==> config.mk <==
export PLATFORM = sky130hd
export DESIGN_NAME = eth_rx
export DESIGN_NICKNAME = d
export VERILOG_FILES = /design/src/rtl/eth_rx_pkg.sv /design/src/rtl/eth_crc_gen.sv /design/src/rtl/eth_rx_dibit_asm.sv /design/src/rtl/eth_rx.sv
export SDC_FILE = /design/constraint.sdc
export NUM_CORES = 1
export LEC_CHECK = 0
export ABC_AREA = 1
export CAP_MARGIN = 20
export CORE_ASPECT_RATIO = 0.9
export CORE_MARGIN = 2
export CORE_UTILIZATION = 33
export CTS_BUF_LIST = sky130_fd_sc_hd__clkbuf_4
export CTS_CLUSTER_DIAMETER = 150
export DETAILED_ROUTE_END_ITERATION = 16
export PLACE_DENSITY = 0.51
export SYNTH_ARGS = -nofsm -noshare
export SYNTH_HDL_FRONTEND = slang
export SYNTH_SLANG_ARGS = --single-unit
==> constraint.sdc <==
create_clock -name Clk -period 2.6 [get_ports Clk]
set_input_delay 0.52 -clock Clk [delete_from_list [all_inputs] [get_ports Clk]]
set_output_delay 0.52 -clock Clk [all_outputs]
set_load 0.01 [all_outputs]
==> src/rtl/eth_rx_pkg.sv <==
// eth_rx_pkg: FSM states and framing constants shared by the RMII receive path
package eth_rx_pkg;
  typedef enum logic [2:0] {IDLE, PREAMBLE, HEADER, PAYLOAD, DROP} state_t;
  localparam int MII_WIDTH = 2;
  localparam logic [MII_WIDTH-1:0] PRE_DIBIT = 2'b01;
  localparam logic [MII_WIDTH-1:0] SFD_DIBIT = 2'b11;
  localparam logic [47:0] BCAST_ADDR = 48'hFFFF_FFFF_FFFF;
  localparam int DST_LEN = 6;
  localparam int HDR_LEN = 14;
  localparam int FCS_LEN = 4;
  localparam int MIN_FRAME = 18;
endpackage

==> src/rtl/eth_crc_gen.sv <==
// eth_crc_gen: byte-wide Ethernet CRC-32; Crc_Req re-arms, Byte_Rdy folds in Byte, Crc_Out holds FCS wire bytes b0..b3 as {b0,b1,b2,b3}
module eth_crc_gen (
  input  logic        Clk,
  input  logic        Rst_n,
  input  logic        Crc_Req,
  input  logic        Byte_Rdy,
  input  logic [7:0]  Byte,
  output logic [31:0] Crc_Out
);
  localparam logic [31:0] POLY = 32'hEDB8_8320;
  logic [31:0] crc, crc_nx;
  always_comb begin
    crc_nx = crc;
    for (int i = 0; i < 8; i++) crc_nx = (crc_nx >> 1) ^ ((crc_nx[0] ^ Byte[i]) ? POLY : 32'h0);
  end
  always_ff @(posedge Clk or negedge Rst_n)
    if (!Rst_n) crc <= '1;
    else if (Crc_Req) crc <= '1;
    else if (Byte_Rdy) crc <= crc_nx;
  assign Crc_Out = {~crc[7:0], ~crc[15:8], ~crc[23:16], ~crc[31:24]};
endmodule

==> src/rtl/eth_rx_dibit_asm.sv <==
// eth_rx_dibit_asm: LSB-dibit-first byte assembler; Byte_Done strobes while Byte holds a complete byte, Partial flags a mid-byte position
module eth_rx_dibit_asm
  import eth_rx_pkg::*;
(
  input  logic                 Clk,
  input  logic                 Rst_n,
  input  logic                 Clr,
  input  logic                 En,
  input  logic [MII_WIDTH-1:0] Rxd,
  output logic [7:0]           Byte,
  output logic                 Byte_Done,
  output logic                 Partial
);
  logic [1:0] cnt;
  assign Partial = cnt != 2'd0;
  always_ff @(posedge Clk or negedge Rst_n)
    if (!Rst_n) begin
      Byte <= '0;
      cnt <= '0;
      Byte_Done <= 1'b0;
    end else begin
      Byte_Done <= En && &cnt;
      if (Clr) cnt <= '0;
      else if (En) begin
        Byte <= {Rxd, Byte[7:MII_WIDTH]};
        cnt <= cnt + 1'b1;
      end
    end
endmodule

==> src/rtl/eth_rx.sv <==
// eth_rx: RMII receiver (Clk/Rst_n, Rxd/Crs_Dv in) -> address-filtered payload stream (Eth_Byte*), Eth_Len_Type, and frame verdict (Eth_Pkt_*)
module eth_rx
  import eth_rx_pkg::*;
#(
  parameter logic [47:0] pMAC_ADDR = 48'h020000000001,
  parameter logic        pPROMISC = 1'b0,
  parameter int          pMIN_PRE_DIBITS = 8,
  parameter int          pMAX_FRAME_BYTES = 1518
) (
  input  logic                 Clk,
  input  logic                 Rst_n,
  input  logic [MII_WIDTH-1:0] Rxd,
  input  logic                 Crs_Dv,
  output logic [7:0]           Eth_Byte,
  output logic                 Eth_Byte_Valid,
  output logic [15:0]          Eth_Len_Type,
  output logic                 Eth_Pkt_Done,
  output logic                 Eth_Pkt_Ok,
  output logic [2:0]           Eth_Pkt_Err
);
  localparam int CW = $clog2(pMAX_FRAME_BYTES + 2);
  localparam int PW = $clog2(pMIN_PRE_DIBITS + 1);
  localparam logic [PW-1:0] PRE_MIN = PW'(pMIN_PRE_DIBITS);
  localparam logic [CW-1:0] MAX_CNT = CW'(pMAX_FRAME_BYTES + 1);
  localparam logic [CW-1:0] MIN_CNT = CW'(MIN_FRAME);
  localparam logic [CW-1:0] FCS_CNT = CW'(FCS_LEN);
  localparam logic [CW-1:0] DST_END = CW'(DST_LEN - 1);
  localparam logic [CW-1:0] LEN_HI = CW'(HDR_LEN - 2);
  localparam logic [CW-1:0] HDR_END = CW'(HDR_LEN - 1);
  state_t state, state_nx;
  logic [PW-1:0] pre_cnt;
  logic [CW-1:0] byte_cnt;
  logic [3:0][7:0] dly;
  logic [39:0] dst;
  logic [7:0] rx_byte;
  logic [31:0] crc_out;
  logic [2:0] err_nx;
  logic armed, ovf, done_req, in_frame, sfd, take, emit, byte_done, partial, dst_ok, too_long, short_f;
  assign in_frame = state == HEADER || state == PAYLOAD;
  assign sfd = state == PREAMBLE && Crs_Dv && Rxd == SFD_DIBIT && pre_cnt >= PRE_MIN;
  assign take = in_frame && byte_done;
  assign emit = take && byte_cnt >= MIN_CNT;
  assign dst_ok = pPROMISC || {dst, rx_byte} == pMAC_ADDR || {dst, rx_byte} == BCAST_ADDR;
  assign too_long = byte_cnt + 1'b1 == MAX_CNT;
  assign short_f = ovf || byte_cnt < MIN_CNT;
  assign err_nx = {partial, short_f, !short_f && dly != crc_out};
  eth_rx_dibit_asm u_asm (
    .Clk, .Rst_n, .Clr(sfd), .En(in_frame && Crs_Dv), .Rxd,
    .Byte(rx_byte), .Byte_Done(byte_done), .Partial(partial)
  );
  eth_crc_gen u_crc (
    .Clk, .Rst_n, .Crc_Req(sfd), .Byte_Rdy(take && byte_cnt >= FCS_CNT),
    .Byte(dly[3]), .Crc_Out(crc_out)
  );
  always_ff @(posedge Clk or negedge Rst_n)
    if (!Rst_n) state <= IDLE;
    else state <= state_nx;
  // armed stays low until carrier has been seen idle, so a reset released mid-frame is treated as false carrier
  always_comb begin
    state_nx = state;
    case (state)
      IDLE: state_nx = !Crs_Dv ? IDLE : (armed && Rxd == PRE_DIBIT) ? PREAMBLE : DROP;
      PREAMBLE: state_nx = !Crs_Dv ? IDLE : sfd ? HEADER : Rxd == PRE_DIBIT ? PREAMBLE : DROP;
      HEADER, PAYLOAD: state_nx = !Crs_Dv ? IDLE : !take ? state : too_long ? DROP :
                                  (byte_cnt == DST_END && !dst_ok) ? DROP : byte_cnt == HDR_END ? PAYLOAD : state;
      default: state_nx = Crs_Dv ? DROP : IDLE;
    endcase
  end
  always_ff @(posedge Clk or negedge Rst_n)
    if (!Rst_n) begin
      pre_cnt <= '0;
      byte_cnt <= '0;
      dly <= '0;
      dst <= '0;
      armed <= 1'b0;
      ovf <= 1'b0;
      done_req <= 1'b0;
      Eth_Byte <= '0;
      Eth_Byte_Valid <= 1'b0;
      Eth_Len_Type <= '0;
      Eth_Pkt_Done <= 1'b0;
      Eth_Pkt_Ok <= 1'b0;
      Eth_Pkt_Err <= '0;
    end else begin
      armed <= armed | ~Crs_Dv;
      pre_cnt <= state == IDLE ? PW'(1) : pre_cnt + PW'(pre_cnt != PRE_MIN);
      byte_cnt <= sfd ? '0 : byte_cnt + CW'(take);
      ovf <= (ovf && !done_req && !sfd) || (take && too_long);
      done_req <= (in_frame || (state == DROP && ovf)) && !Crs_Dv;
      Eth_Pkt_Done <= done_req;
      Eth_Pkt_Ok <= done_req && err_nx == 3'b000;
      Eth_Pkt_Err <= done_req ? err_nx : 3'b000;
      Eth_Byte_Valid <= emit;
      if (emit) Eth_Byte <= dly[3];
      if (take) begin
        dly <= {dly[2:0], rx_byte};
        dst <= {dst[31:0], rx_byte};
      end
      if (take && byte_cnt == LEN_HI) Eth_Len_Type[15:8] <= rx_byte;
      if (take && byte_cnt == HDR_END) Eth_Len_Type[7:0] <= rx_byte;
    end
endmodule
# --- Word level (Yosys, flattened, before mapping) ---
# Cells that the tools add are included.
word_totals:
  reg_bits: 166
  input_bits: 5
  word_cells: 134
classes:
  muxes: 27
  n_lt_le_gt_ge: 4
  eq_ne: 16
  n_reduce_logical: 38
  n_bitwise: 23
  addsub: 4
ops:
  columns: ["op", "n"]
  rows:
  - ["32-bit two-way mux", 10]
  - ["31-bit by 32-bit XOR with 32-bit output", 8]
  - ["48-bit by 42-bit equality test with 1-bit output (second input constant)", 1]
  - ["48-bit equality test (second input constant)", 1]
  - ["3-bit two-way mux", 12]
  - ["32-bit inequality test", 1]
  - ["8-bit NOT", 4]
  - ["11-bit by 4-bit equality test with 1-bit output (second input constant)", 2]
  - ["1-bit logical AND", 19]
  - ["11-bit by 1-bit adder with 11-bit output", 1]
  - ["11-bit by 1-bit adder with 11-bit output (second input constant)", 1]
  - ["11-bit equality test (second input constant)", 1]
  - ["11-bit by 3-bit equality test with 1-bit output (second input constant)", 1]
  - ["11-bit by 3-bit >= comparator with 1-bit output (second input constant)", 1]
  - ["11-bit by 5-bit >= comparator with 1-bit output (second input constant)", 1]
  - ["11-bit by 5-bit less-than comparator with 1-bit output (second input constant)", 1]
  - ["11-bit two-way mux", 1]
  - ["3-bit one-hot mux with 3 select lines", 1]
  - ["1-bit XOR", 8]
  - ["3-bit by 2-bit equality test with 1-bit output (second input constant)", 2]
  - ["3-bit zero test", 2]
  - ["2-bit AND reduction", 3]
  - ["2-bit nonzero test", 3]
  - ["1-bit zero test", 5]
  - ["16 further kinds", 22]

# --- Logic depth before layout (Yosys ltp) ---
depth:
  ltp_word: 26
  ltp_mapped: 15
  ltp_nobuf: 13

# --- Modules after synthesis ---
# A second synthesis with hierarchy kept.
hier_totals:
  hier_cells: 965
  hier_area_um2: 7679.9
modules_own_cells:
  columns: ["module", "cells_each", "instances", "seq_area_each_um2", "area_per_inst_um2"]
  rows:
  - ["eth_rx", 566, 1, 2277.2, 4624.4]
  - ["eth_crc_gen", 346, 1, 840.8, 2572.5]
  - ["eth_rx_dibit_asm", 53, 1, 275.3, 483.0]

# --- Worst setup path after synthesis ---
# OpenSTA, ideal clock, no wires.
synth_path:
  path_type: "reg-to-reg"
  start: "register state[2]"
  end: "register byte_cnt[10]"
  setup_slack_ns: 0.167
  arrival_time_ns: 2.309
  required_ns: 2.476
  setup_time_ns: 0.124
  path_stages_with_launch: 15
  synth_period_minus_slack_ns: 2.433
  path_buffers: 2
  path_cell_list: "dfrtp_1 nor2_2 inv_2 nor2_4 buf_2 buf_1 ha_1 ha_1 nand2_1 nor2_1 inv_1 nor3_1 nand2_1 o21ai_0 a21oi_1"
synth_via:
  elab_chain_len: 5
  word_cells_on_any_way: 10
synth_lines:
  columns: ["element", "line", "text"]
  rows:
  - ["from (decl)", "eth_rx.sv:30", "state_t state, state_nx;"]
  - ["from (signal assigned)", "eth_rx.sv:57", "else state <= state_nx;"]
  - ["3-bit by 2-bit equality test with 1-bit output", "eth_rx.sv:39", "assign in_frame = state == HEADER || state == PAYLOAD;"]
  - ["1-bit logical OR (*)", "eth_rx.sv:39", null]
  - ["1-bit logical AND (*)", "eth_rx.sv:41", "assign take = in_frame && byte_done;"]
  - ["net take", "eth_rx.sv:38", "logic armed, ovf, done_req, in_frame, sfd, take, emit, byte_done, partial, dst_ok, too_long, short_f;"]
  - ["11-bit by 1-bit adder with 11-bit output (*)", "eth_rx.sv:87", "byte_cnt <= sfd ? '0 : byte_cnt + CW'(take);"]
  - ["11-bit two-way mux (*)", "eth_rx.sv:87", null]
  - ["to (signal assigned)", "eth_rx.sv:87", null]
  - ["to (decl)", "eth_rx.sv:32", "logic [CW-1:0] byte_cnt;"]
# The timed path passes the listed nets; every way through them passes the cells marked *.
# A chain may end at the register's enable or synchronous reset.

# --- Worst setup path after layout ---
layout_path:
  start: "register state[2]"
  end: "register byte_cnt[10]"
layout_via:
  elab_chain_len: 5
  word_cells_on_any_way: 10
layout_lines:
  columns: ["element", "line"]
  rows:
  - ["3-bit by 2-bit equality test with 1-bit output / 3-bit by 1-bit equality test with 1-bit output (equally long branches)", "eth_rx.sv:39, eth_rx.sv:40"]
  - ["1-bit logical OR / 1-bit logical AND (equally long branches)", "eth_rx.sv:39, eth_rx.sv:40"]
  - ["1-bit logical AND, on equally long branches", "eth_rx.sv:41, eth_rx.sv:40"]
  - ["11-bit by 1-bit adder with 11-bit output / 1-bit logical AND (equally long branches)", "eth_rx.sv:87, eth_rx.sv:40"]
  - ["11-bit two-way mux (*)", "eth_rx.sv:87"]
# Every way passes the cells marked *; elsewhere a longest branch is shown, timed or not.

==> results.sh <==
export IMPL_synthCells=872
export IMPL_cts_clk_slew_worst_paths_ns=0.14
export IMPL_max_slew_margin_pct=58.8
export IMPL_cts_tree="built"
export IMPL_core_mm2=0.0216
export IMPL_power_density_mw_per_mm2=462
export IMPL_worst_setup_path_start_kind="register"
export IMPL_p_sw_mw=1.09
export IMPL_viasPerCell=4.59
export IMPL_synth_cell_types=44
export IMPL_via_count=5635
export IMPL_crit_type="register to register"
export IMPL_drtIter0Drc=327
export IMPL_synth_top_area_share_pct=35.4
export IMPL_port_buffers=34
export IMPL_cts_buffer_depth=2
export IMPL_multi_input_area_mm2=0.00334
export IMPL_yosys_area_top_type="dfrtp_1"
export IMPL_setup_tns_ns=0
export IMPL_max_freq_mhz=433
export IMPL_antenna_found_initial=0
export IMPL_grt_pass1_wl_um=30200
export IMPL_tightest_slew_ns=0.617
export IMPL_nFillCells=2305
export IMPL_ys_ff_latch=134
export IMPL_post_route_period_util_pct=88.9
export IMPL_globalRouteTotalUtil_pct=17.0
export IMPL_cts_made_buffers=17
export IMPL_final_cell_mix="nand2_1, dfrtp_1, inv_1, nor2_1, o21ai_0"
export IMPL_avgRoutedWirePerCell_um=15.0
export IMPL_worst_endpoint_arrival_ns=2.76
export IMPL_num_rows=51
export IMPL_seq_power_share_pct=57.1
export IMPL_p_leak_nw=3.85
export IMPL_cts_root_buf="clkbuf_4"
export IMPL_yosysSeqAreaShare_pct=47.0
export IMPL_fin_skew_ns=0.0228
export IMPL_yosys_warnings=0
export IMPL_synth_top_flop_cell="dfrtp_1"
export IMPL_area_growth_syn_to_layout_pct=14.7
export IMPL_cp_end_kind="register"
export IMPL_clk_latency_ns=0.55
export IMPL_p_clk_share_pct=36.1
export IMPL_regArea_mm2=0.00339
export IMPL_syn_cell_area_mm2=0.00722
export IMPL_io_pins=35
export IMPL_drc_errors=0
export IMPL_worstHoldPathType="register to register"
export IMPL_dpl_hpwl_um=13600
export IMPL_rsz0062_at_grt="no"
export IMPL_path_max_fanout=6
export IMPL_drt_pre_antenna_iters=5
export IMPL_grt_overflow=0
export IMPL_final_hold_violation_count=0
export IMPL_diodes=0
export IMPL_grt_max_degree=62
export IMPL_syn_area_per_cell_um2=8.28
export IMPL_ir_drop_v=0.000201
export IMPL_p_sw_share_pct=28.6
export IMPL_layout_nets=939
export IMPL_clock_sinks=134
export IMPL_drive_gt1_share_pct=12.3
export IMPL_fp_dieArea_mm2=0.0231
export IMPL_final_max_slew_viol_count=0
export IMPL_fin_crit_ns=2.31
export IMPL_final_common_cell="nand2_1"
export IMPL_htreeDepth=4
export IMPL_gp_congestion=0.846
export IMPL_comb_power_share_pct=6.7
export IMPL_start_util_pct=33.5
export IMPL_worst_ep_required_time_ns=3.05
export IMPL_finalWirelength_um=18500
export IMPL_setup_viol=0
export IMPL_status="finished clean"
export IMPL_synthArstFlopShare_pct=100
export IMPL_drv_cap=0
export IMPL_die_width_um=160
export IMPL_final_util_pct=38.4
export IMPL_drtAntennaViolNets=0
export IMPL_postCtsSetupBuffers=0
export IMPL_syn_nets=887
export IMPL_dieHeight_um=144
export IMPL_synth_area_top_cells="dfrtp_1, nand2_1, dfstp_2"
export IMPL_grt_pass1_vias=5434
export IMPL_synth_edff_count=0
export IMPL_internal_power_mw=2.73
power groups by stage:
stage | clock (mW) | combinational (mW) | sequential, mW
floorplan | 0 | 0.159 | 2.21
global placement | 0 | 0.262 | 2.22
detailed placement | 0 | 0.262 | 2.22
CTS | 1.45 | 0.266 | 2.19
global route | 1.54 | 0.301 | 2.20
finish | 1.38 | 0.258 | 2.19
area by class of cell:
| cell class | count | area share (%) |
|---|---|---|
| Sequential cell | 134 | 41.0 |
| Inverter | 100 | 4.58 |
| Clock buffer | 17 | 1.54 |
| Clock inverter | 15 | 1.75 |
| Multi-Input combinational cell | 617 | 40.3 |
| Tap cell | 291 | 4.40 |
| Timing Repair Buffer | 54 | 6.42 |
sequential cells by signal (all words and copies together) (netlist names):
name,cells
u_crc.crc,32
dly,28
Eth_Len_Type,16
dst,12
byte_cnt,11
Eth_Byte,8
u_asm.Byte,8
pre_cnt,4
Eth_Pkt_Err,3
state,3
u_asm.cnt,2
Eth_Byte_Valid,1
Eth_Pkt_Done,1
Eth_Pkt_Ok,1
armed,1
done_req,1
ovf,1
u_asm.Byte_Done,1
repair_timing:
action	CTS	global route
hold endpoints to repair	26	0
hold buffers	1	0
endpoints found under the setup margin	0	4
gates resized for setup	0	1
Yosys cell counts (all sizes together) (3+ instances only):
| cell | instances |
|---|---|
| a21oi | 16 |
| nand2 | 236 |
| dfstp | 32 |
| nand4 | 5 |
| a22oi | 3 |
| nor3 | 16 |
| nand3 | 40 |
| nor2 | 91 |
| or2 | 3 |
| buf | 11 |
| inv | 100 |
| o22ai | 9 |
| dfrtp | 102 |
| xnor2 | 40 |
| o21ai | 75 |
| ha | 10 |
| mux2i | 8 |
| clkbuf | 10 |
| nor4 | 8 |
| xor2 | 45 |
metrics by stage:
step	cell area, um^2	cells	total power [mW]	setup WS, ns	hold slack [ns]
floorplan	7220	872	2.37	0.167	0.224
global placement	7990	1195	2.49	0.0827	0.391
detailed placement	7990	1195	2.49	0.0187	0.392
CTS	8280	1228	3.91	0.188	0.426
global route	8280	1228	4.03	0.0708	0.447
finish	8280	1228	3.83	0.288	0.424
path summary, 6_finish.rpt:
check | slack, ns | from | cells after the start | endpoint
max | 0.29 | state[2]$_DFFE_PN0P_ | 12 | byte_cnt[10]$_DFF_PN0_
min | 0.42 | done_req$_DFF_PN0_ | 0 | Eth_Pkt_Done$_DFF_PN0_
max reg2reg | 0.29 | state[2]$_DFFE_PN0P_ | 12 | byte_cnt[10]$_DFF_PN0_
min reg2reg | 0.42 | done_req$_DFF_PN0_ | 0 | Eth_Pkt_Done$_DFF_PN0_
max in group asynchronous | 1.42 | Rst_n | 3 | u_asm.Byte_Done$_DFF_PN0_
min in group asynchronous | 0.54 | Rst_n | 2 | dly[19]$_DFFE_PN0P_
routing by layer:
layer	GRT usage (%)	routed length [um]
met5	0	0
met4	4.41	210
met3	3.04	603
met2	26.5	8090
met1	24.3	9560
worst max-delay path: stages (launching register included):
cell     delay (ns)
dfrtp_1        0.47
nor2_2         0.16
inv_2          0.07
nor2_4         0.12
ha_1           0.20
ha_1           0.20
nand2_1        0.10
nor2_1         0.20
inv_1          0.10
nor3_1         0.27
nand2_1        0.10
o21ai_0        0.16
a21oi_1        0.06
cell families (layout without fill, tap and decap cells):
| family | Yosys count | after routing | synth area share, % |
|---|---|---|---|
| buffers and inverters | 121 | 186 | 6.73 |
| DFF | 134 | 134 | 47.0 |
| AOI/OAI and AO/OA | 112 | 112 | 8.36 |
| xor gates and xnor gates | 85 | 85 | 11.5 |
| and+or+nand+nor | 401 | 401 | 23.4 |
| adders and majority gates | 10 | 10 | 1.73 |
| muxes | 9 | 9 | 1.27 |
No activity file was read; power rests on OpenSTA's default activity.
